**config.mk**
```make
export PLATFORM = sky130hd
export DESIGN_NAME = e203_exu_alu_dpath_arb
export DESIGN_NICKNAME = d
export VERILOG_FILES = /design/src/rtl/e203_exu_alu_dpath_arb.sv
export SDC_FILE = /design/constraint.sdc
export NUM_CORES = 1
export LEC_CHECK = 0
export BUFFER_PORTS_ARGS = -buffer_cell sky130_fd_sc_hd__clkbuf_2
export CORE_AREA = 10 10 168 170
export DETAILED_ROUTE_END_ITERATION = 16
export DIE_AREA = 0 0 178 180
export GPL_TIMING_DRIVEN = 0
export PLACE_DENSITY = 0.44
export SYNTH_ARGS = -nofsm -noshare
export SYNTH_HDL_FRONTEND = slang
export SYNTH_SLANG_ARGS = --single-unit
```
**constraint.sdc**
```tcl
create_clock -name clk -period 2.7 [get_ports clk]
set_input_delay 0.54 -clock clk [delete_from_list [all_inputs] [get_ports clk]]
set_output_delay 0.54 -clock clk [all_outputs]
set_load 0.05 [all_outputs]
```
**src/rtl/e203_exu_alu_dpath_arb.sv**
```systemverilog
// ---------------------------------------------------------------------------
// e203_exu_alu_dpath_arb
//
// Shares one ALU adder/comparator datapath among N_REQ requesters
// (0=ALU, 1=BJP, 2=AGU, 3=MDV). One requester is granted per cycle. Its
// operands are steered to the datapath, and the datapath result is
// registered into a single-entry tagged response buffer.
//
// Ports
//   clk, rst        clock, synchronous active-high reset
//   req_valid       per-requester request valid               [N_REQ]
//   req_ready       per-requester grant (one-hot or zero)     [N_REQ]
//   req_lock        keep ownership for the following op       [N_REQ]
//   req_op1/op2     flattened operands, requester i at [i*DW +: DW]
//   req_op          flattened one-hot ops, requester i at [i*OPW +: OPW]
//   dp_op1/op2/op   steered operands/op to the shared datapath (0 if idle)
//   dp_add_res      datapath adder result (combinational from dp_*)
//   dp_cmp_res      datapath compare result (combinational from dp_*)
//   rsp_valid       registered result valid
//   rsp_ready       result accepted by the tagged requester
//   rsp_id          index of the requester owning the result
//   rsp_add_res     registered adder result
//   rsp_cmp_res     registered compare result
//
// Build option
//   E203_ALU_ARB_FIXED_PRIO_EN  defined: fixed priority, lowest index wins,
//                               no round-robin pointer. Undefined (default):
//                               round-robin starting at ptr.
//   Lock behaviour is identical in both builds.
// ---------------------------------------------------------------------------
module e203_exu_alu_dpath_arb #(
    parameter int N_REQ = 4,
    parameter int DW    = 32,
    parameter int OPW   = 9,
    parameter int IDW   = 2
) (
    input  logic                 clk,
    input  logic                 rst,
    input  logic [N_REQ-1:0]     req_valid,
    output logic [N_REQ-1:0]     req_ready,
    input  logic [N_REQ-1:0]     req_lock,
    input  logic [N_REQ*DW-1:0]  req_op1,
    input  logic [N_REQ*DW-1:0]  req_op2,
    input  logic [N_REQ*OPW-1:0] req_op,
    output logic [DW-1:0]        dp_op1,
    output logic [DW-1:0]        dp_op2,
    output logic [OPW-1:0]       dp_op,
    input  logic [DW-1:0]        dp_add_res,
    input  logic                 dp_cmp_res,
    output logic                 rsp_valid,
    input  logic                 rsp_ready,
    output logic [IDW-1:0]       rsp_id,
    output logic [DW-1:0]        rsp_add_res,
    output logic                 rsp_cmp_res
);

    typedef enum logic {
        IDLE   = 1'b0,
        LOCKED = 1'b1
    } state_t;

    state_t           state_reg,   state_next;
    logic [IDW-1:0]   lock_own_reg, lock_own_next;
`ifndef E203_ALU_ARB_FIXED_PRIO_EN
    logic [IDW-1:0]   ptr_reg,     ptr_next;
`endif
    logic             rsp_valid_reg,   rsp_valid_next;
    logic [IDW-1:0]   rsp_id_reg,      rsp_id_next;
    logic [DW-1:0]    rsp_add_res_reg, rsp_add_res_next;
    logic             rsp_cmp_res_reg, rsp_cmp_res_next;

    logic             can_issue;
    logic             grant_any;
    logic [IDW-1:0]   grant_idx;

    // Per-requester views of the flattened operand buses.
    logic [DW-1:0]    op1_arr [N_REQ];
    logic [DW-1:0]    op2_arr [N_REQ];
    logic [OPW-1:0]   op_arr  [N_REQ];

    genvar gi;
    generate
        for (gi = 0; gi < N_REQ; gi++) begin : g_unpack
            assign op1_arr[gi]   = req_op1[gi*DW +: DW];
            assign op2_arr[gi]   = req_op2[gi*DW +: DW];
            assign op_arr[gi]    = req_op[gi*OPW +: OPW];
            assign req_ready[gi] = grant_any && (grant_idx == IDW'(gi));
        end
    endgenerate

    // Single-entry output buffer: a new op may issue when the buffer is
    // empty or is being drained this very cycle.
    assign can_issue = !rsp_valid_reg || rsp_ready;

    // Winner selection. Gated by rst so nothing is granted while in reset.
`ifndef E203_ALU_ARB_FIXED_PRIO_EN
    logic [IDW:0] cand;
`endif
    always_comb begin
        grant_any = 1'b0;
        grant_idx = '0;
`ifndef E203_ALU_ARB_FIXED_PRIO_EN
        cand      = '0;
`endif
        if (!rst && can_issue) begin
            if (state_reg == LOCKED) begin
                // Only the lock owner may issue; if it is not valid, the
                // datapath simply idles while the lock is kept.
                if (req_valid[lock_own_reg]) begin
                    grant_any = 1'b1;
                    grant_idx = lock_own_reg;
                end
            end else begin
`ifdef E203_ALU_ARB_FIXED_PRIO_EN
                // Scan high to low so the lowest valid index wins last.
                for (int k = N_REQ - 1; k >= 0; k--) begin
                    if (req_valid[k]) begin
                        grant_any = 1'b1;
                        grant_idx = IDW'(k);
                    end
                end
`else
                // Scan ptr, ptr+1, ... with wrap; first valid one wins.
                for (int k = 0; k < N_REQ; k++) begin
                    cand = {1'b0, ptr_reg} + (IDW+1)'(k);
                    if (cand >= (IDW+1)'(N_REQ)) begin
                        cand = cand - (IDW+1)'(N_REQ);
                    end
                    if (!grant_any && req_valid[cand[IDW-1:0]]) begin
                        grant_any = 1'b1;
                        grant_idx = cand[IDW-1:0];
                    end
                end
`endif
            end
        end
    end

    // Datapath steering; zeros when nobody is granted.
    always_comb begin
        dp_op1 = '0;
        dp_op2 = '0;
        dp_op  = '0;
        if (grant_any) begin
            dp_op1 = op1_arr[grant_idx];
            dp_op2 = op2_arr[grant_idx];
            dp_op  = op_arr[grant_idx];
        end
    end

    // Next-state and response buffer update.
    always_comb begin
        state_next       = state_reg;
        lock_own_next    = lock_own_reg;
`ifndef E203_ALU_ARB_FIXED_PRIO_EN
        ptr_next         = ptr_reg;
`endif
        rsp_valid_next   = rsp_valid_reg && !rsp_ready;
        rsp_id_next      = rsp_id_reg;
        rsp_add_res_next = rsp_add_res_reg;
        rsp_cmp_res_next = rsp_cmp_res_reg;

        if (grant_any) begin
            rsp_valid_next   = 1'b1;
            rsp_id_next      = grant_idx;
            rsp_add_res_next = dp_add_res;
            rsp_cmp_res_next = dp_cmp_res;
            if (req_lock[grant_idx]) begin
                // Pointer stays put while a lock sequence runs.
                state_next    = LOCKED;
                lock_own_next = grant_idx;
            end else begin
                state_next    = IDLE;
`ifndef E203_ALU_ARB_FIXED_PRIO_EN
                ptr_next      = (grant_idx == IDW'(N_REQ - 1)) ? '0
                                                              : grant_idx + IDW'(1);
`endif
            end
        end
    end

    always_ff @(posedge clk) begin
        if (rst) begin
            state_reg       <= IDLE;
            lock_own_reg    <= '0;
`ifndef E203_ALU_ARB_FIXED_PRIO_EN
            ptr_reg         <= '0;
`endif
            rsp_valid_reg   <= 1'b0;
            rsp_id_reg      <= '0;
            rsp_add_res_reg <= '0;
            rsp_cmp_res_reg <= 1'b0;
        end else begin
            state_reg       <= state_next;
            lock_own_reg    <= lock_own_next;
`ifndef E203_ALU_ARB_FIXED_PRIO_EN
            ptr_reg         <= ptr_next;
`endif
            rsp_valid_reg   <= rsp_valid_next;
            rsp_id_reg      <= rsp_id_next;
            rsp_add_res_reg <= rsp_add_res_next;
            rsp_cmp_res_reg <= rsp_cmp_res_next;
        end
    end

    assign rsp_valid   = rsp_valid_reg;
    assign rsp_id      = rsp_id_reg;
    assign rsp_add_res = rsp_add_res_reg;
    assign rsp_cmp_res = rsp_cmp_res_reg;

endmodule

```
---- Word level (Yosys, flattened, before mapping) ----
Index checks and enable logic that the tools add are counted.
cells by class
  add/subtract/negate cells ............... 8
  multipliers ............................. 0
  div/mod/pow operators ................... 0
  order comparisons ....................... 11
  eq/ne operators ......................... 3
  shifts and indexed selects .............. 0
  multiplexer cells ....................... 59
  bitwise operators ....................... 2
  reductions and logical operators ........ 19
operators with widths
  cell                                                        count
  2-to-1 mux 32 bit                                           6
  binary-select mux 32 bit (select 2 bit)                     2
  2-to-1 mux 2 bit                                            20
  2-to-1 mux 9 bit                                            3
  2-to-1 mux 1 bit                                            21
  binary-select mux 9 bit (select 2 bit)                      1
  less-than comparator 2 x 3 -> 1 bit, second input constant  6
  binary-select mux 1 bit (select 2 bit)                      6
  >= comparator 3 bit, second input constant                  4
  logical AND 1 bit                                           9
  subtractor 2 x 1 -> 2 bit, second input constant            4
  adder 2 x 2 -> 3 bit, second input constant                 2
  zero test 1 bit                                             6
  == test 2 bit, second input constant                        2
  AND reduction 2 bit                                         2
  adder 2 x 1 -> 3 bit, second input constant                 1
  >= comparator 2 x 3 -> 1 bit, second input constant         1
  inverter 2 -> 3 bit                                         1
  adder 2 x 1 -> 2 bit, second input constant                 1
  == test 2 x 1 -> 1 bit, second input constant               1
  zero test 2 bit                                             1
  logical OR 1 bit                                            1
  inverter 1 bit                                              1
storage, ports and cells
  register bits ........................... 41
  latch bits .............................. 0
  RAM bits ................................ 0
  ROM bits ................................ 0
  bits of input ports ..................... 336
  output and inout port bits .............. 113
  word-level logic and storage cells ...... 109
  memories kept ........................... 0

---- Logic depth before layout (Yosys ltp) ----
  depth in word-level cells ............... 29
  depth in mapped cells ................... 9

---- Worst setup path after synthesis ----
Ideal clock, no wire load.
  path type ............................... reg2out
  from .................................... register rsp_valid_reg, in the netlist rsp_valid
  to ...................................... output port dp_op1[1]
  arrival time ............................ 3.207 ns
  required time ........................... 2.160 ns
  path slack .............................. -1.047 ns
  stages on the path, launching flop included .. 9
  path buffers ............................ 2
  cell sequence ........................... dfxtp_1 nor2b_1 nor4_2 a21oi_4 buf_4 buf_2 nand2_1 and3_1 a211oi_1
on the way
  word-level cells in the longest chain between the ends .. 9
  elaborated cells on any way between the ends .. 10
  classes of those cells .................. mux: 6; bitwise: 1; reduce/logical: 3
ends and longest elaborated chain
  what                                                  line  source
  start: declaration                                    67    logic rsp_valid_reg, rsp_valid_next;
  start signal: assignment                              199   rsp_valid_reg <= rsp_valid_next;
  zero test 1 bit *                                     93    assign can_issue = !rsp_valid_reg || rsp_ready;
  logical OR 1 bit *                                    93
  logical AND 1 bit *                                   105   if (!rst && can_issue) begin
  2-to-1 mux 2 bit                                      105
  inverter 2 -> 3 bit (not written as such)             145   dp_op1 = op1_arr[grant_idx];
  binary-select mux 32 bit (select 2 bit)               145
  2-to-1 mux 32 bit (not written as such) (2 in a row)  145
  2-to-1 mux 32 bit *                                   144   if (grant_any) begin
  end: declaration                                      45    output logic [DW-1:0] dp_op1,
Every way passes the cells marked *; elsewhere a longest branch is shown, timed or not. The select of a mux whose other input is x is not followed.

---- Worst setup path after layout ----
  from .................................... register ptr_reg[1]
  to ...................................... output port dp_op2[12]
on the way
  word-level cells in the longest chain between the ends .. 29
  elaborated cells on any way between the ends .. 60
  classes of those cells .................. add/sub: 7; order compare: 4; mux: 42; bitwise: 1; reduce/logical: 6
ends and longest elaborated chain
  what                                                                              line      source
  start: declaration                                                                65        logic [IDW-1:0] ptr_reg, ptr_next;
  start signal: assignment                                                          197       ptr_reg <= ptr_next;
  >= comparator 2 x 3 -> 1 bit / subtractor 2 x 1 -> 2 bit (equally long branches)  126, 127
  2-to-1 mux 2 bit                                                                  126       if (cand >= (IDW+1)'(N_REQ)) begin
  2-to-1 mux 2 bit                                                                  106       if (state_reg == LOCKED) begin
  2-to-1 mux 2 bit                                                                  105
  binary-select mux 1 bit (select 2 bit)                                            129       if (!grant_any && req_valid[cand[IDW-1:0]]) begin
  2-to-1 mux 1 bit (not written as such)                                            129
  2-to-1 mux 1 bit                                                                  129
  2-to-1 mux 1 bit                                                                  106
  [... 12 more ...]                                                                 -
  logical AND 1 bit                                                                 129
  2-to-1 mux 2 bit                                                                  129
  2-to-1 mux 2 bit                                                                  106
  2-to-1 mux 2 bit                                                                  105
  inverter 2 -> 3 bit (not written as such)                                         146       dp_op2 = op2_arr[grant_idx];
  binary-select mux 32 bit (select 2 bit)                                           146
  2-to-1 mux 32 bit (not written as such) (2 in a row)                              146
  2-to-1 mux 32 bit *                                                               144
  end: declaration                                                                  46        output logic [DW-1:0] dp_op2,
Marked as above.

==> summary.md <==
| Metric | Value |
|---|---|
| DRC violations left | 0 |
| GR met1 Demand/Resource | 22.99% |
| Violated checks | negative setup slack |
| H-tree depth | 2 |
| Synth Area in Simple Gates | 32.26% |
| Post-synthesis adder-cell area fraction | 1.155% |
| Total die area | 32040 µm² |
| Clock transition at path regs | 0.06 ns |
| Largest net degree at the start of global routing | 18 |
| Pwr Total | roughly 4.6 mW |
| Die width | approximately 180 µm |
| Layout cell share with drive strength beyond 1 | around 66% |
| WL/cell | roughly 23 µm |
| Post-DP HPWL | 27200 µm |
| TNS Setup | -21.32 ns |
| Power Density | 452.3 nW/µm² |
| Xor/xnor share of the synthesized area | 0% |
| CP Data Arrival Time | approximately 2.5 ns |
| Area growth syn-to-layout | 133.8% |
| Post-layout min period | between 3 and 4 ns |
| Initial antenna violation count | 5 |
| Critical Path RT | ~2.2 ns |
| Reg2reg start | lock_own_reg[1] |
| Met3 Track Usage GR | approximately 4.8% |
| Port-buffer cells | 447 |
| Crit path to | dp_op2[12] |
| Most common cell in the netlist | nand2_1 |
| Clk buf depth | 2 |
| Outcome | finished with violations |
| Pre-antenna DRT Iters | 4 |
| Crit. End Element | primary output |
| Core Area | 24890 µm² |
| Vias/cell | 4.465 |
| Synth area leader | nand2_1 |
| Crit Path Class | reg2out |
| Fillers | 2585 |
| Register Area | 830.8 µm² |
| CTS root buf | clkbuf_16 |
| Primary FF master, synth | dfxtp_1 |
| Final Instance Area | 10130 µm² |
| Yosys warning total | 0 |
| Final Hold Violating Endpoints | 0 |
| Setup ws final | -0.3770 ns |
| Multi-input gate area | 4661 µm² |
| Maximum vdd drop | 0.3219 mV |
| Starting Density | 17.41% |
| Worst min path class | reg2reg |
| Largest family of logic cells by synthesized area | simple AND/OR/NAND/NOR gates |
| Vias in the first global route | 6793 |
| Fin. max-slew vios | 0 |
| CP Launch Point | ptr_reg[1] |
| Num CTS Buffers | 5 |
| Total track usage | between 10% and 20% |
| CTS Hold Bufs | 0 |
| Most instantiated cells after synthesis | 220 x nand2_1, 76 x mux2i_1, 75 x a211oi_1 |
| Top cells by area, synth | nand2_1 19%, dfxtp_1 19%, mux2i_1 18%, a211oi_1 13%, and3_1 11% |
| Pleak | approximately 4.8 nW |
| Sequential fraction of the synthesis area | 18.94% |
| Worst relative slew slack | 65.05% |
| Skew final | 0.007340 ns |
| R2r endpoint | state_reg |
| IO Count | 449 |
| Final setup fails | 77 |
| Worst slew pin tran | roughly 0.52 ns |
| Compound-cell area share of the yosys netlist | 21.92% |
| First-pass GRT wire length | 46260 µm |
| Synthesized flop and latch total | 41 |
| Syn_nets | 973 |
| Hold slack final | 0.4454 ns |
| Post-synthesis mux area share | 18.42% |
| Number of synthesized flops with an enable pin | 0 |
| Die Y | 180 µm |
| Cell row count | 58 |
| GR Overflow Total | 0 |
| Largest register FFs | 32 |
| Post-synthesis average cell area | 6.845 µm² |
| R2R cell count | 10 |
| Starting DRC count in detailed routing | approximately 300 |
| Antenna viol nets, final | 0 |
| Final Cycle Share | 114.0% |
| Gr busiest metal | met2 |
| Maxcap violations | 0 |
| Cell Area, Synth | around 4300 µm² |
| TritonCTS Sinks | 41 |
| Routed wire length | 32640 µm |
| Total number of vias | approximately 6400 |
| Final Net Count | 1448 |
| Worst skew pair latency | 0.28 ns |
| Placer Congestion | 0.9073 |
| Critical Path Fanout Max | 8 |
| Area after DPL | 8290 µm² |
| TritonCTS clock tree | built |
| CP Launch Type | register |
| Post-synthesis async set-or-reset flop share | 0% |
| RSZ-0062 raised after global routing | yes |
| M2 GR Usage | 33.20% |
| Final Core Density | 40.71% |
| FMAX | 325.0 MHz |
| R2r setup slk | 0.26 ns |
| Yosys cell types | 39 |
| Post-synthesis cell count | 633 |
| Top-area cell type share of the netlist area | 19.06% |
## metrics by stage
step	cells	setup WS [ns]
floorplan	633	-0.1393
global placement	1410	-0.8156
detailed placement	1410	-0.8257
CTS	1426	-0.4054
global route	1442	-0.4465
finish	1442	-0.3770
## report_power, final
group / switching, mW / leakage, nW / total [mW] / internal [mW]
logic: 1.87 / 4.39 / 3.20 / 1.33
clock network: 0.241 / 0.0805 / 0.637 / 0.396
registers: 0.0534 / 0.342 / 0.742 / 0.688
## cell families after synthesis
group	after synthesis
muxes	78
and+or+nand+nor	313
DFF	41
AOI/OAI and AO/OA	129
buffers and inverters	68
adders and majority gates	4
## layout make-up
| cell class | instances | share of cell area, % |
|---|---|---|
| Sequential cell | 41 | 8.200 |
| Tap cell | 330 | 4.075 |
| Multi-Input combinational cell | 524 | 46.00 |
| Timing Repair Buffer | 475 | 33.03 |
| Inverter | 8 | 0.3458 |
| Clock inverter | 1 | 0.08644 |
| Antenna cell | 3 | 0.07409 |
| Clock buffer | 7 | 1.507 |
| Buffer | 53 | 6.681 |
## worst min path at each step
stage	end	depth (start not counted)	start	slack, ns
floorplan	lock_own_reg[1]	2	lock_own_reg[1]	0.49
global placement	rsp_id[0]	2	rsp_id[0]	0.43
detailed placement	rsp_cmp_res	2	rsp_cmp_res	0.44
CTS	rsp_cmp_res	2	rsp_cmp_res	0.45
global route	rsp_add_res[9]	2	rsp_add_res[9]	0.46
finish	rsp_cmp_res	2	rsp_cmp_res	0.45
## worst max-delay path, stage by stage (launching register included)
cell and delay [ns]:
dfxtp_4 0.37, mux2_4 0.31, a211oi_4 0.29, a21oi_4 0.17, clkinv_4 0.11, buf_12 0.15, buf_12 0.13, nand2_2 0.04
and3_4 0.17, a211oi_4 0.30, buf_8 0.19
## layout by cell type (no fill, tap or decap), types with 10 or more instances in the layout
cell type  synthesis  final
and3_4             0     48
buf_8              0     76
buf_4              1     18
and3_1            74     25
dfxtp_1           41     37
clkbuf_8           0     17
nand2_2            0     11
clkbuf_1          39     10
mux2i_1           76     40
o21ai_1           33     33
mux2i_2            0     33
buf_12             0     13
clkbuf_16          0     13
a211oi_4           1     74
clkbuf_2           0    370
nand2_1          220    206
## per-layer routing
metal	vias up	routed length, µm
li1	3128	-
met1	3044	13310
met4	4	249
met3	19	2446
met5	-	25
met2	243	16610
## repair_timing
item                       in CTS  in global routing
setup endpoints to repair      77                 79
gates resized for setup       244                143
hold endpoints to repair        0                  0
buffers inserted               10                 12
cloned                          3                  5
pin swaps                      20                 50
Note: power is estimated with default switching activity, not from simulation.
